<file path="config.mk">
export PLATFORM = sky130hd
export DESIGN_NAME = fifolifo_driver
export DESIGN_NICKNAME = d
export VERILOG_FILES = /design/src/rtl/fifolifo_driver.sv
export SDC_FILE = /design/constraint.sdc
export NUM_CORES = 1
export LEC_CHECK = 0
export ABC_AREA = 1
export BUFFER_PORTS_ARGS = -buffer_cell sky130_fd_sc_hd__clkbuf_2
export CORE_MARGIN = 2
export CORE_UTILIZATION = 55
export CTS_BUF_LIST = sky130_fd_sc_hd__clkbuf_16
export CTS_CLUSTER_DIAMETER = 100
export CTS_CLUSTER_SIZE = 14
export DETAILED_ROUTE_END_ITERATION = 10
export PLACE_DENSITY = 0.78
export SYNTH_ARGS = -nofsm -noshare
export SYNTH_HDL_FRONTEND = slang
export SYNTH_SLANG_ARGS = --single-unit
</file>
<file path="constraint.sdc">
create_clock -name CLK -period 6.3 [get_ports CLK]
set_input_delay 1.575 -clock CLK [delete_from_list [all_inputs] [get_ports CLK]]
set_output_delay 1.575 -clock CLK [all_outputs]
set_load 0.02 [all_outputs]
</file>
<file path="src/rtl/fifolifo_driver.sv">
// Stimulus generator for the write/read side of a FIFO/LIFO under test.
// Define FIFOLIFO_DRV_ERRCHK_EN to enable the sticky flag-mismatch checker on err.

module fifolifo_driver #(
    parameter int          DEPTH     = 64,
    parameter int          dat_width = 32,
    parameter logic [31:0] SEED      = 32'hACE10001
) (
    input  logic                   CLK,
    input  logic                   Rst,
    input  logic                   start,
    input  logic [15:0]            op_count,
    input  logic [1:0]             seq_sel,
    input  logic                   Full,
    input  logic                   Empty,
    output logic                   Wren,
    output logic                   Rden,
    output logic [dat_width-1:0]   data_in,
    output logic [$clog2(DEPTH):0] level,
    output logic [15:0]            ops_issued,
    output logic                   busy,
    output logic                   done,
    output logic                   err
);

    localparam int          LW      = $clog2(DEPTH) + 1;
    localparam logic [LW-1:0] DEPTH_L = LW'(DEPTH);
    localparam logic [31:0] TAPS    = 32'h80200003;

    typedef enum logic [1:0] {
        S_IDLE,
        S_RUN,
        S_DRAIN,
        S_DONE
    } state_t;

    state_t                r_state;
    state_t                w_state_nxt;
    logic [31:0]           r_lfsr;
    logic [dat_width-1:0]  r_data;
    logic                  r_wren;
    logic                  r_rden;
    logic [LW-1:0]         r_level;
    logic [15:0]           r_ops;
    logic [15:0]           r_cnt;
    logic [1:0]            r_seq;
    logic                  r_dir;
    logic                  r_busy;
    logic                  r_done;

    logic                  w_wr_ok;
    logic                  w_rd_ok;
    logic                  w_wr;
    logic                  w_rd;
    logic                  w_dir_nxt;
    logic [LW-1:0]         w_level_nxt;
    logic [15:0]           w_ops_inc;
    logic [31:0]           w_lfsr_nxt;
    logic                  w_launch;

    assign w_wr_ok    = (r_level < DEPTH_L) && !Full;
    assign w_rd_ok    = (r_level != '0) && !Empty;
    assign w_ops_inc  = (r_ops == 16'hFFFF) ? r_ops : r_ops + 16'd1;
    assign w_lfsr_nxt = r_lfsr[0] ? ((r_lfsr >> 1) ^ TAPS) : (r_lfsr >> 1);
    assign w_launch   = (r_state == S_IDLE) && start;

    always_ff @(posedge CLK or posedge Rst) begin
        if (Rst) begin
            r_state <= S_IDLE;
        end else begin
            r_state <= w_state_nxt;
        end
    end

    // r_dir: fill-drain direction (1 = draining) or alternating toggle (1 = read next)
    always_comb begin
        w_state_nxt = r_state;
        w_wr        = 1'b0;
        w_rd        = 1'b0;
        w_dir_nxt   = r_dir;
        unique case (r_state)
            S_IDLE: begin
                if (start) begin
                    w_state_nxt = (op_count == 16'd0) ? S_DRAIN : S_RUN;
                end
            end
            S_RUN: begin
                unique case (r_seq)
                    2'b00: begin
                        if (r_dir) begin
                            w_dir_nxt = (r_level != '0);
                        end else begin
                            w_dir_nxt = (r_level == DEPTH_L);
                        end
                        w_wr = !w_dir_nxt && w_wr_ok;
                        w_rd = w_dir_nxt && w_rd_ok;
                    end
                    2'b01: begin
                        if (r_dir) begin
                            w_rd = w_rd_ok;
                        end else begin
                            w_wr = w_wr_ok;
                        end
                        if (w_wr || w_rd) begin
                            w_dir_nxt = !r_dir;
                        end
                    end
                    2'b10: begin
                        if (r_lfsr[0]) begin
                            w_wr = w_wr_ok;
                            w_rd = !w_wr_ok && w_rd_ok;
                        end else begin
                            w_rd = w_rd_ok;
                            w_wr = !w_rd_ok && w_wr_ok;
                        end
                    end
                    2'b11: begin
                        w_wr = w_wr_ok;
                        w_rd = w_rd_ok;
                    end
                endcase
                if ((w_wr || w_rd) && (w_ops_inc == r_cnt)) begin
                    w_state_nxt = S_DRAIN;
                end
            end
            S_DRAIN: begin
                if (r_level == '0) begin
                    w_state_nxt = S_DONE;
                end else begin
                    w_rd = w_rd_ok;
                end
            end
            S_DONE: begin
                w_state_nxt = S_IDLE;
            end
        endcase
    end

    always_comb begin
        w_level_nxt = r_level;
        if (w_wr && !w_rd) begin
            w_level_nxt = r_level + LW'(1);
        end else if (w_rd && !w_wr) begin
            w_level_nxt = r_level - LW'(1);
        end
    end

    always_ff @(posedge CLK or posedge Rst) begin
        if (Rst) begin
            r_lfsr  <= SEED;
            r_data  <= '0;
            r_wren  <= 1'b0;
            r_rden  <= 1'b0;
            r_level <= '0;
            r_ops   <= '0;
            r_cnt   <= '0;
            r_seq   <= '0;
            r_dir   <= 1'b0;
            r_busy  <= 1'b0;
            r_done  <= 1'b0;
        end else begin
            r_wren  <= w_wr;
            r_rden  <= w_rd;
            r_level <= w_level_nxt;
            r_busy  <= (w_state_nxt == S_RUN) || (w_state_nxt == S_DRAIN);
            r_done  <= (w_state_nxt == S_DONE);
            if (w_wr) begin
                r_data <= r_lfsr[dat_width-1:0];
                r_lfsr <= w_lfsr_nxt;
            end
            if (w_launch) begin
                r_cnt <= op_count;
                r_seq <= seq_sel;
                r_ops <= '0;
                r_dir <= 1'b0;
            end else begin
                r_dir <= w_dir_nxt;
                if ((r_state == S_RUN) && (w_wr || w_rd)) begin
                    r_ops <= w_ops_inc;
                end
            end
        end
    end

`ifdef FIFOLIFO_DRV_ERRCHK_EN
    logic [LW-1:0] r_lvl_d;
    logic          r_err;
    logic          w_mismatch;

    // Empty is only trusted once level has been stable for a cycle
    assign w_mismatch = (Full && (r_level < DEPTH_L))
                     || ((r_level == r_lvl_d) && (Empty != (r_level == '0)));

    always_ff @(posedge CLK or posedge Rst) begin
        if (Rst) begin
            r_lvl_d <= '0;
            r_err   <= 1'b0;
        end else begin
            r_lvl_d <= r_level;
            if (r_busy && w_mismatch) begin
                r_err <= 1'b1;
            end
        end
    end

    assign err = r_err;
`else
    assign err = 1'b0;
`endif

    assign Wren       = r_wren;
    assign Rden       = r_rden;
    assign data_in    = r_data;
    assign level      = r_level;
    assign ops_issued = r_ops;
    assign busy       = r_busy;
    assign done       = r_done;

endmodule

</file>
Yosys cells after proc, flatten, opt, wreduce, memory -nomap -nowiden --
Cells that the tools add are included.
Cells by class: $add $sub $neg 3, $lt $le $gt $ge 1, equal/unequal tests 13, reductions and logical operators 33, bitwise gates (word level) 1, mux-type cells 33
Operators with widths (number):
- two-way mux 16 bit | 3
- two-way mux 32 bit | 1
- two-way mux 1 bit | 18
- adder 16 x 1 -> 16 bit, second input constant | 1
- equality test 16 bit | 1
- equality test 16 bit, second input constant | 1
- zero test 16 bit | 1
- two-way mux 7 bit | 2
- equality test 2 bit, second input constant | 6
- logical AND 1 bit | 11
- zero test 1 bit | 8
- two-way mux 2 bit | 4
- case mux 1 bit (4 select lines) | 2
- case mux 2 bit (4 select lines) | 1
- adder 7 x 1 -> 7 bit, second input constant | 1
- equality test 7 bit, second input constant | 1
- zero test 7 bit | 1
- < comparator 7 bit, second input constant | 1
- nonzero test 7 bit | 1
- subtractor 7 x 1 -> 7 bit, second input constant | 1
- equality test 2 x 1 -> 1 bit, second input constant | 3
- nonzero test 2 bit | 3
- zero test 2 bit | 2
- logical OR 1 bit | 4
- 5 further kinds | 6
Storage, ports and cells: word-level logic and storage cells 96, output and inout bits 60, register bits after elaboration 112

Depth between registers and ports, before layout --
word-level depth 14, mapped depth 23

Worst setup path after synthesis --
Ideal clock, no wire load.
kind input to register, start input port Full, end register r_level[6] (netlist: level[6]), library setup time 0.134 ns, buffers on the path 1, stages 20, slack 2.160 ns, arrival 4.006 ns, cells stage by stage nor2_1 -> nand2_1 -> a21oi_1 -> inv_1 -> nand2_1 -> nand2_1 -> nor2_2 -> clkbuf_1 -> ha_1 -> inv_1 -> fa_1 -> a21oi_1 -> o21bai_1 -> nand2_1 -> nand2_1 -> a21oi_1 -> nand2_1 -> nand2_1 -> nor2_1 -> xor2_1
On the way: cells in the longest elaborated chain, start to end 11
RTL lines:
- start: declaration | RTL line 14 | input logic Full,
- zero test 1 bit (*) | RTL line 61 | assign w_wr_ok = (r_level < DEPTH_L) && !Full;
- logical AND 1 bit (*) | RTL line 61
- two-way mux 1 bit | RTL line 99 | if (r_dir) begin
- two-way mux 1 bit | RTL line 88 | unique case (r_seq)
- two-way mux 1 bit | RTL line 81 | unique case (r_state)
- case mux 1 bit (4 select lines) (*) | RTL line 88
- two-way mux 1 bit (*) (2 in series) | RTL line 81
- net w_wr | RTL line 53 | logic w_wr;
- zero test 1 bit | RTL line 143 | end else if (w_rd && !w_wr) begin
- logical AND 1 bit | RTL line 143
- nonzero test 2 bit (no line)
- end signal: assignment | RTL line 164 | r_level <= w_level_nxt;
- end: declaration | RTL line 43 | logic [LW-1:0] r_level;
Mark *: on every way through the listed nets, which the timed path passes. The rest lies on a longest branch. The select of a mux whose other input is x is not followed. A chain may end at the register's enable or synchronous reset.

Worst setup path in the final report --
start input port Full, end register r_ops[12] (netlist: ops_issued[12])
On the way: cells in the longest elaborated chain, start to end 11
RTL lines:
- zero test 1 bit (*) | RTL line 61
- logical AND 1 bit (*) | RTL line 61
- two-way mux 1 bit / zero test 1 bit (equally long branches) | RTL line 99, 111
- two-way mux 1 bit / logical AND 1 bit (equally long branches) | RTL line 88, 111
- two-way mux 1 bit (on tied branches) | RTL line 81, 109
- case mux 1 bit (4 select lines) | RTL line 88
- two-way mux 1 bit | RTL line 81
- two-way mux 1 bit / case mux 1 bit (2 select lines) (equally long branches) | RTL line 81
- logical OR 1 bit (*) | RTL line 178 | if ((r_state == S_RUN) && (w_wr || w_rd)) begin
- logical AND 1 bit (*) | RTL line 178
- nonzero test 2 bit (no line) (*)
- end signal: assignment | RTL line 179 | r_ops <= w_ops_inc;
- end: declaration | RTL line 44 | logic [15:0] r_ops;
Mark *: on every way between the ends. The rest lies on a longest branch, timed or not. The select of a mux whose other input is x is not followed.

==> impl_metrics.yaml <==
global_route:
  antenna_found_initial: 0
  grt_usage: 0.2335
  grt_overflow: 0
  grt_pass1_wl_mm: 18.13
  grt_start_max_net_pins: 52
  grt_pass1_vias: 3921
layout:
  antenna_cells: 0
  drive_gt1_frac: 0.1944
  final_common_cell: "nand2_1"
  postLayoutCellArea_um2: 5519
  layout_common_cells: "nand2_1, dfrtp_1, inv_1, clkbuf_2, o21ai_0"
  nets: 717
  stdcell_count: 792
  syn_to_final_growth_pct: 12.90
floorplanning:
  die_w_um: 98.28
  fp.dieH_um: 98.28
  io_pins: 83
  row_count: 34
  core_area_um2: 8678
  die_area_um2: 9658
  initial_core_util: 0.5633
setup_path:
  cp_slowest_stage_delay_ns: 0.56
  crit_path_end_kind: "register"
  crit_chain: "clkbuf_2 > nor2_1 > nand2_1 > a21oi_1 > inv_1 > nand2_1 > nand2_1 > nor2_2 > buf_4 > inv_1 > ha_1 > nor2_1 > nand2_1 > o22ai_1"
  r2r_start: "level[1]"
  startpoint: "Full"
  critPathRequiredTime_ns: 6.56
  cpMaxStageDelayCell: "inv_1"
  critical_path_class: "input port to register"
  cp_num_buf_inv: 4
  crit_arrival_ns: 4.80
  crit_fanout: 42
  critPathMostFrequentCell: "nand2_1"
  cp_top_family: "simple AND/OR/NAND/NOR gates"
  cp-start-kind: "input port"
timing:
  hold_viol: 0
  drv_slew: 0
  period_minus_slack_ns: 4.540
  final-setup-viol-count: 0
  rsz0062_at_grt: "false"
  slew-limit-headroom: 0.2598
  period_share: 0.7206
  max_freq_mhz: 220.3
  tightest_slew_ns: 1.109
  tns_ns: 0
  skew_ns: 0.01108
worst_hold_path:
  min-delay-start: "r_lfsr[26]"
  min_path_type: "register to register"
place:
  gp_congestion: 0.9072
  dp.cells: 776
  dpl-instance-area_um2: 5215
  portBuffers: 81
  place_hpwl_mm: 7.978
cts:
  cts_hold_buf: 0
  path_clk_slew_ns: 0.07
  cts_sinks: 90
  cts_buffer_depth: 2
  cts-root-buf: "clkbuf_16"
  ctsHtreeMaxLevel: 3
  ctsResizeCount: 0
  cts_made_buffers: 9
  cts_tree: "yes"
  insertion_delay_ns: 0.35
  cts_setup_buffers: 0
yosys:
  avgSynthCellArea_um2: 7.872
  synth_top_area_frac: 0.4146
  syn_inst: 621
  ys_top_cells_by_area: "dfrtp_1, nand2_1, inv_1"
  synth.distinct_cells: 40
  synth_area_leader_cell: "dfrtp_1"
  synthArstFlopShare: 1.000
  synth-edff-count: 0
  yosysSeqAreaShare: 0.4630
  ys_seq_elements: 90
  synth_nets: 659
  synth.cell_area_um2: 4888
  ys.flop_type: "dfrtp_1"
  yosysWarnings: 0
pwr:
  power_density_nw_per_um2: 467.2
  finalPower_w: 0.002578
  vdd_drop_max_v: 0.0003138
  power.leakage_nw: 2.926
run:
  maxCapViolCount: 0
drt:
  routed_via_density: 5.251
  ant_nets: 0
  wl_per_cell_um: 13.54
  firstDrtPassIters: 4
  drt_iter0_markers: 235
  drc: 0
  finalWirelength_mm: 10.73
  vias: 4159
run_status:
  status: "finished, final reports clean"
==> state kept, by name (all words and copies together), names as in the netlist <==
signal	cells
ops_issued	16
r_state	2
done	1
Wren	1
r_cnt	16
r_seq	2
level	7
Rden	1
r_lfsr	32
r_dir	1
data_in	10
busy	1
==> per-stage QoR <==
stage / hold WS [ns] / setup slack [ns] / utilization
after global placement: 0.4538 / 1.586 / 0.6009
after detailed placement: 0.4586 / 1.436 / 0.6009
after floorplan: 0.4440 / 2.160 / -
final: 0.4650 / 1.760 / 0.6360
after CTS: 0.4661 / 1.779 / 0.6360
after global routing: 0.4845 / 1.402 / 0.6360
==> layer usage <==
metal,track usage,routed length (um),vias to the layer above
met4,0.09378,265,0
met3,0.04581,504,19
met1,0.3089,4686,1957
li1,-,-,2064
met5,0,0,-
met2,0.3815,5269,119
==> cells by family (layout without fill, tap and decap cells) <==
| logic type | after synthesis | after routing | synth area share |
|---|---|---|---|
| fa+ha+maj | 15 | 15 | 0.03993 |
| mux | 2 | 2 | 0.004607 |
| flops | 90 | 90 | 0.4630 |
| compound gates | 87 | 87 | 0.09471 |
| simple gates | 294 | 294 | 0.2636 |
| other cells | 1 | 1 | 0.0007671 |
| xor+xnor | 11 | 11 | 0.01971 |
| buf+inv | 121 | 184 | 0.1136 |
==> layout make-up <==
type	instances	area, um2
sequential	90	2263
clock buffer	9	225.2
tap	108	135.1
multi-input combinational	410	2069
inverter	84	319.1
fill	755	3159
timing repair buffer	84	427.9
clock inverter	7	78.83
==> path summary, 6_finish.rpt <==
path                                   to  slack [ns]  depth (start not counted)
hold / removal                 r_lfsr[26]        0.47                          2
hold reg to reg                r_lfsr[26]        0.47                          2
setup / recovery           ops_issued[12]        1.76                         14
min in group asynchronous     data_in[28]        1.29                          2
max in group asynchronous      r_lfsr[24]        3.95                          3
setup reg to reg           ops_issued[12]        2.54                         15
==> report_power, final <==
group	leakage (nW)	switching (W)	internal [W]
logic	1.65	0.000689	0.000364
registers	1.13	0.000165	0.000821
clock network	0.151	0.000256	0.000284
total	2.93	0.00111	0.00147
==> worst register-to-register path, cell delays in order, from the launching register on <==
cell,delay (ns)
dfrtp_1,0.44
inv_1,0.09
nand2_1,0.05
nor2_1,0.13
nand2_1,0.12
nand2_1,0.11
nand2_1,0.05
nand2_1,0.06
nand2_1,0.08
nor2_2,0.10
buf_4,0.31
inv_1,0.57
ha_1,0.47
nor2_1,0.53
nand2_1,0.34
o22ai_1,0.21
==> synthesized netlist by cell type (9+ instances only) <==
cell,count
nand2_1,181
inv_1,82
dfrtp_1,81
o21ai_0,54
nor2_1,45
nand3_1,32
buf_4,23
a21oi_1,16
ha_1,14
clkbuf_1,11
dfstp_2,9
nand4_1,9
Power figures use the tool's default switching activity.
